**config.mk**
```make
export PLATFORM = sky130hd
export DESIGN_NAME = mp_adder_seq
export DESIGN_NICKNAME = d
export VERILOG_FILES = /design/src/rtl/mp_adder_seq.sv
export SDC_FILE = /design/constraint.sdc
export NUM_CORES = 1
export LEC_CHECK = 0
export ABC_CLOCK_PERIOD_IN_PS = 3800
export CORE_ASPECT_RATIO = 0.8
export CORE_UTILIZATION = 25
export CTS_CLUSTER_SIZE = 40
export DETAILED_ROUTE_END_ITERATION = 16
export GPL_TIMING_DRIVEN = 0
export SLEW_MARGIN = 25
export SYNTH_ARGS = -nofsm -noshare
export SYNTH_HDL_FRONTEND = slang
export SYNTH_SLANG_ARGS = --single-unit
```
**constraint.sdc**
```tcl
create_clock -name clk -period 3.8 [get_ports clk]
set_input_delay 1.14 -clock clk [delete_from_list [all_inputs] [get_ports clk]]
set_output_delay 1.14 -clock clk [all_outputs]
set_load 0.03 [all_outputs]
```
**src/rtl/mp_adder_seq.sv**
```systemverilog
// mp_adder_seq: byte-serial multi-precision add/subtract sequencer.
//
// Adds or subtracts two W = 8*NBYTES bit operands one byte per clock,
// LSB first, through a single 8-bit adder slice. The carry between bytes
// lives in a carry flop. In subtract mode B is inverted and the borrow-in
// becomes an inverted carry-in, so A - B - borrow = A + ~B + ~borrow.
//
// Ports:
//   clk    in   rising-edge clock
//   rst_n  in   asynchronous active-low reset
//   start  in   request, sampled only in IDLE
//   sub    in   0 = A+B+cin, 1 = A-B-cin (cin acts as borrow-in)
//   a, b   in   W-bit operands, latched on an accepted start
//   cin    in   carry-in / borrow-in, latched on an accepted start
//   busy   out  high from the accept edge until the done edge
//   done   out  one-cycle pulse, result valid
//   sum    out  W-bit result register
//   cout   out  final carry of the top byte (sub: 1 = no borrow)
//   ovf    out  signed two's-complement overflow of the full result
module mp_adder_seq #(
    parameter int NBYTES = 4
) (
    input  logic                  clk,
    input  logic                  rst_n,
    input  logic                  start,
    input  logic                  sub,
    input  logic [8*NBYTES-1:0]   a,
    input  logic [8*NBYTES-1:0]   b,
    input  logic                  cin,
    output logic                  busy,
    output logic                  done,
    output logic [8*NBYTES-1:0]   sum,
    output logic                  cout,
    output logic                  ovf
);

    localparam int W  = 8 * NBYTES;
    localparam int IW = (NBYTES > 1) ? $clog2(NBYTES) : 1;
    localparam logic [IW-1:0] LAST_IDX = IW'(NBYTES - 1);

    typedef enum logic [1:0] {
        IDLE = 2'd0,
        RUN  = 2'd1,
        DONE = 2'd2
    } state_t;

    state_t          state_r;
    logic [IW-1:0]   idx_r;
    logic            carry_r;
    logic            sub_r;
    logic [W-1:0]    a_r;
    logic [W-1:0]    b_r;
    logic [W-1:0]    sum_r;
    logic            busy_r;
    logic            done_r;
    logic            cout_r;
    logic            ovf_r;

    logic [7:0]      a_byte_s;
    logic [7:0]      b_byte_s;
    logic [7:0]      b_eff_s;
    logic [7:0]      s_s;
    logic            c_s;

    // Shared 8-bit adder slice operating on the currently indexed byte.
    always_comb begin
        a_byte_s = a_r[{idx_r, 3'b000} +: 8];
        b_byte_s = b_r[{idx_r, 3'b000} +: 8];
        if (sub_r) begin
            b_eff_s = ~b_byte_s;
        end else begin
            b_eff_s = b_byte_s;
        end
        {c_s, s_s} = {1'b0, a_byte_s} + {1'b0, b_eff_s} + {8'd0, carry_r};
    end

    // Sequencer FSM with all result/handshake outputs registered.
    always_ff @(posedge clk or negedge rst_n) begin
        if (!rst_n) begin
            state_r <= IDLE;
            idx_r   <= '0;
            carry_r <= 1'b0;
            sub_r   <= 1'b0;
            a_r     <= '0;
            b_r     <= '0;
            sum_r   <= '0;
            busy_r  <= 1'b0;
            done_r  <= 1'b0;
            cout_r  <= 1'b0;
            ovf_r   <= 1'b0;
        end else begin
            case (state_r)
                IDLE: begin
                    done_r <= 1'b0;
                    if (start) begin
                        a_r     <= a;
                        b_r     <= b;
                        sub_r   <= sub;
                        // Subtract carries ~borrow into the first byte.
                        carry_r <= sub ? ~cin : cin;
                        idx_r   <= '0;
                        sum_r   <= '0;
                        busy_r  <= 1'b1;
                        state_r <= RUN;
                    end
                end
                RUN: begin
                    sum_r[{idx_r, 3'b000} +: 8] <= s_s;
                    carry_r <= c_s;
                    if (idx_r == LAST_IDX) begin
                        cout_r  <= c_s;
                        // Top-byte operands carry the full-width sign bits.
                        ovf_r   <= (a_byte_s[7] == b_eff_s[7]) && (s_s[7] != a_byte_s[7]);
                        busy_r  <= 1'b0;
                        done_r  <= 1'b1;
                        state_r <= DONE;
                    end else begin
                        idx_r <= idx_r + IW'(1);
                    end
                end
                DONE: begin
                    done_r  <= 1'b0;
                    idx_r   <= '0;
                    state_r <= IDLE;
                end
                default: begin
                    busy_r  <= 1'b0;
                    done_r  <= 1'b0;
                    idx_r   <= '0;
                    state_r <= IDLE;
                end
            endcase
        end
    end

    assign busy = busy_r;
    assign done = done_r;
    assign sum  = sum_r;
    assign cout = cout_r;
    assign ovf  = ovf_r;

endmodule

```
==> flow_summary.json <==
{
  "clk_latency_ns": 0.35,
  "synth_mux_area_frac": 0.227,
  "fmax_mhz": 285,
  "cp-start-kind": "flip-flop",
  "crit_slowest_cell": "fa_1",
  "cts_tree": "built",
  "final_common_cell": "dfrtp_1",
  "routed_via_density": 4.65,
  "antenna_cells": 0,
  "dp_hpwl_um": 9830,
  "max_stage_delay_ns": 0.40,
  "drtIter0Drc": 129,
  "crit_type": "reg2reg",
  "cts-root-buf": "clkbuf_16",
  "grt_max_degree": 56,
  "synthSimpleGateAreaFrac": 0.0542,
  "yosysUniqueCellTypes": 38,
  "synth_xor_area_frac": 0.0235,
  "syn_avg_cell_area_um2": 13.8,
  "dpl.cell_count": 714,
  "drive_gt1_frac": 0.244,
  "globalplace.congestion": 0.781,
  "grt_pass1_vias": 3607,
  "drc_errors": 0,
  "p_sw_mw": 3.06,
  "rsz0062_at_grt": "false",
  "netlist_area_um2": 4850,
  "fin_crit_sh": 0.923,
  "clkTransAtPathRegs_ns": 0.07,
  "hold_path_class": "reg2reg",
  "dieArea_um2": 20000,
  "maxSlewHeadroom": 0.512,
  "die_h_um": 127,
  "multi_input_area_um2": 2080,
  "clock_skew_ns": 0.0111,
  "synth_compound_area_frac": 0.0877,
  "cellPowerDensity_nw_per_um2": 1060,
  "ios": 105,
  "peakVddDrop_v": 0.000510,
  "path_cells": "clkbuf_2, clkbuf_4, mux4_2, xnor2_1, fa_1, inv_1, fa_1, a21o_1, a221oi_1, xnor2_1, a22o_1",
  "core_area_um2": 19000,
  "synth_top_cell_area_share": 0.547,
  "synth_fa_ha_area_frac": 0.0366,
  "switching_share": 0.440,
  "postRouteAntennaNets": 0,
  "drv_cap": 0,
  "wl_um": 12900,
  "grt_first_pass_wirelength_um": 20400,
  "synth_fp_nets": 433,
  "synth_top_family_by_area": "multiplexers",
  "power_frac_comb": 0.586,
  "cts_buffers": 9,
  "wl_per_cell_um": 17.6,
  "p_int_mw": 3.89,
  "synth_seq_area_share": 0.547,
  "num_vias": 3392,
  "die_w_um": 158,
  "fin_util": 0.345,
  "synth.area.top_cells": "dfrtp_1 55%, mux2_2 15%, mux4_2 7.4%",
  "overflow": 0,
  "num_rows": 45,
  "start_util": 0.256,
  "status": "completed",
  "seqCellArea_um2": 2650,
  "crit_required_ns": 4.04,
  "ys_ff_latch": 106,
  "synth_cells": 351,
  "p_leak_nw": 2.71,
  "crit_fanout": 10,
  "cp_num_buf_inv": 3,
  "area_growth_pct": 35.1,
  "worst_pin_slew_ns": 0.732,
  "cts_setup_buffers": 0,
  "cp_top_family": "compound AO/OA/AOI/OAI gates",
  "yosysTopAreaCell": "dfrtp_1",
  "nets": 549,
  "setup_viol": 0,
  "antenna_found_initial": 0,
  "period_minus_slack_ns": 3.51,
  "drv_slew": 0,
  "worst_setup_path_end_kind": "flip-flop",
  "finalNonFillerCells": 730,
  "clock_path_buffers": 2,
  "clock_sinks": 106,
  "io_buffers": 104,
  "hold_viol_final": 0,
  "num-fill-cells": 1874,
  "ys_warn_count": 0,
  "power_frac_seq": 0.277,
  "dr.pass1.iters": 4,
  "grt_usage": 0.138,
  "htree_num_levels": 3,
  "clockPowerShare": 0.136,
  "arrival_ns": 3.74,
  "final_cell_mix": "106 x dfrtp_1, 103 x clkdlybuf4s50_1, 65 x mux2_2"
}
timing repair:
item,CTS,global route
setup endpoints to repair,4,4
hold buffers,0,0
gates resized for setup,1,2
cell usage after synthesis:
cell type / count
a22o_1: 16
nand3b_1: 3
mux4_2: 16
xnor2_1: 4
or4_1: 3
o211ai_1: 2
nor3b_1: 2
and2_1: 2
o21bai_1: 1
and3_1: 2
nor4_2: 1
a32o_1: 5
and4_1: 1
nand2_1: 18
mux2i_1: 1
buf_1: 1
a211oi_1: 1
o21ba_2: 1
nand3_1: 3
dfrtp_1: 106
nor3_1: 2
o21ai_0: 14
nand4_1: 1
or3_1: 4
mux2_2: 65
inv_1: 10
xor2_1: 9
o31ai_1: 2
nor2b_1: 1
a221oi_1: 2
a21o_1: 2
clkbuf_1: 4
buf_2: 12
a21oi_1: 12
ha_1: 11
nor2_1: 7
fa_1: 2
a31o_2: 2
cell type report:
| cell class | count | area share |
|---|---|---|
| clock inverter | 6 | 0.0111 |
| tap | 258 | 0.0493 |
| buffer | 17 | 0.0130 |
| inverter | 10 | 0.00573 |
| timing repair buffer | 105 | 0.163 |
| multi-input combinational | 218 | 0.318 |
| clock buffer | 10 | 0.0350 |
| sequential | 106 | 0.405 |
worst paths after layout:
| check | end | slack, ns | depth (start not counted) | startpoint |
|---|---|---|---|---|
| max in group asynchronous | a_r[0] | 2.40 | 2 | rst_n |
| max reg2reg | sum[6] | 0.29 | 11 | idx_r[1] |
| min in group asynchronous | sum[26] | 0.75 | 1 | rst_n |
| max | sum[6] | 0.29 | 11 | idx_r[1] |
| min | sum[24] | 0.49 | 2 | sum[24] |
| min reg2reg | sum[24] | 0.49 | 2 | sum[24] |
routing by layer:
metal / share of wire / up-vias / wire, um / global-route usage
met5: 0 / - / 0 / 0
met4: 0.0099 / 0 / 127 / 0.0297
met3: 0.058 / 11 / 743 / 0.0345
met2: 0.48 / 104 / 6220 / 0.225
met1: 0.45 / 1752 / 5760 / 0.183
li1: - / 1525 / - / -
worst min-delay path, delay by kind of cell, from the launching register on:
kind / cells / cell delay [ns]
flip-flops: 1 / 0.35
AO/OA/AOI/OAI: 1 / 0.06
AND/OR/NAND/NOR: 1 / 0.05
power groups by stage:
stage | clock network, mW | registers, mW | logic [mW]
2_1_floorplan | 0 | 2.11 | 2.54
3_3_place_gp | 0 | 1.92 | 3.97
3_5_place_dp | 0 | 1.95 | 4.08
4_1_cts | 0.972 | 1.93 | 4.10
5_1_grt | 1.02 | 2.00 | 4.47
6_report | 0.946 | 1.93 | 4.07
state kept, by name (all words and copies together), names as in the netlist, 2 cells and up:
| name | count |
|---|---|
| a_r | 32 |
| b_r | 32 |
| sum | 32 |
| idx_r | 2 |
| state_r | 2 |
through the flow:
stage	power [mW]	setup WS (ns)	instance area, um^2	setup TNS (ns)	hold slack, ns
after floorplan	4.64	0.730	4850	0	0.475
after global placement	5.89	-2.33	6210	-245.80	0.476
after detailed placement	6.04	-0.0505	6240	-0.168	0.485
after CTS	7.00	0.188	6550	0	0.499
after global routing	7.49	0.00254	6550	0	0.518
final	6.94	0.293	6550	0	0.491
kinds of logic after synthesis:
logic type / count (synthesis)
mux: 82
flops: 106
buf+inv: 27
simple gates: 50
compound gates: 60
xor+xnor: 13
fa+ha+maj: 13
Power figures use the tool's default switching activity.
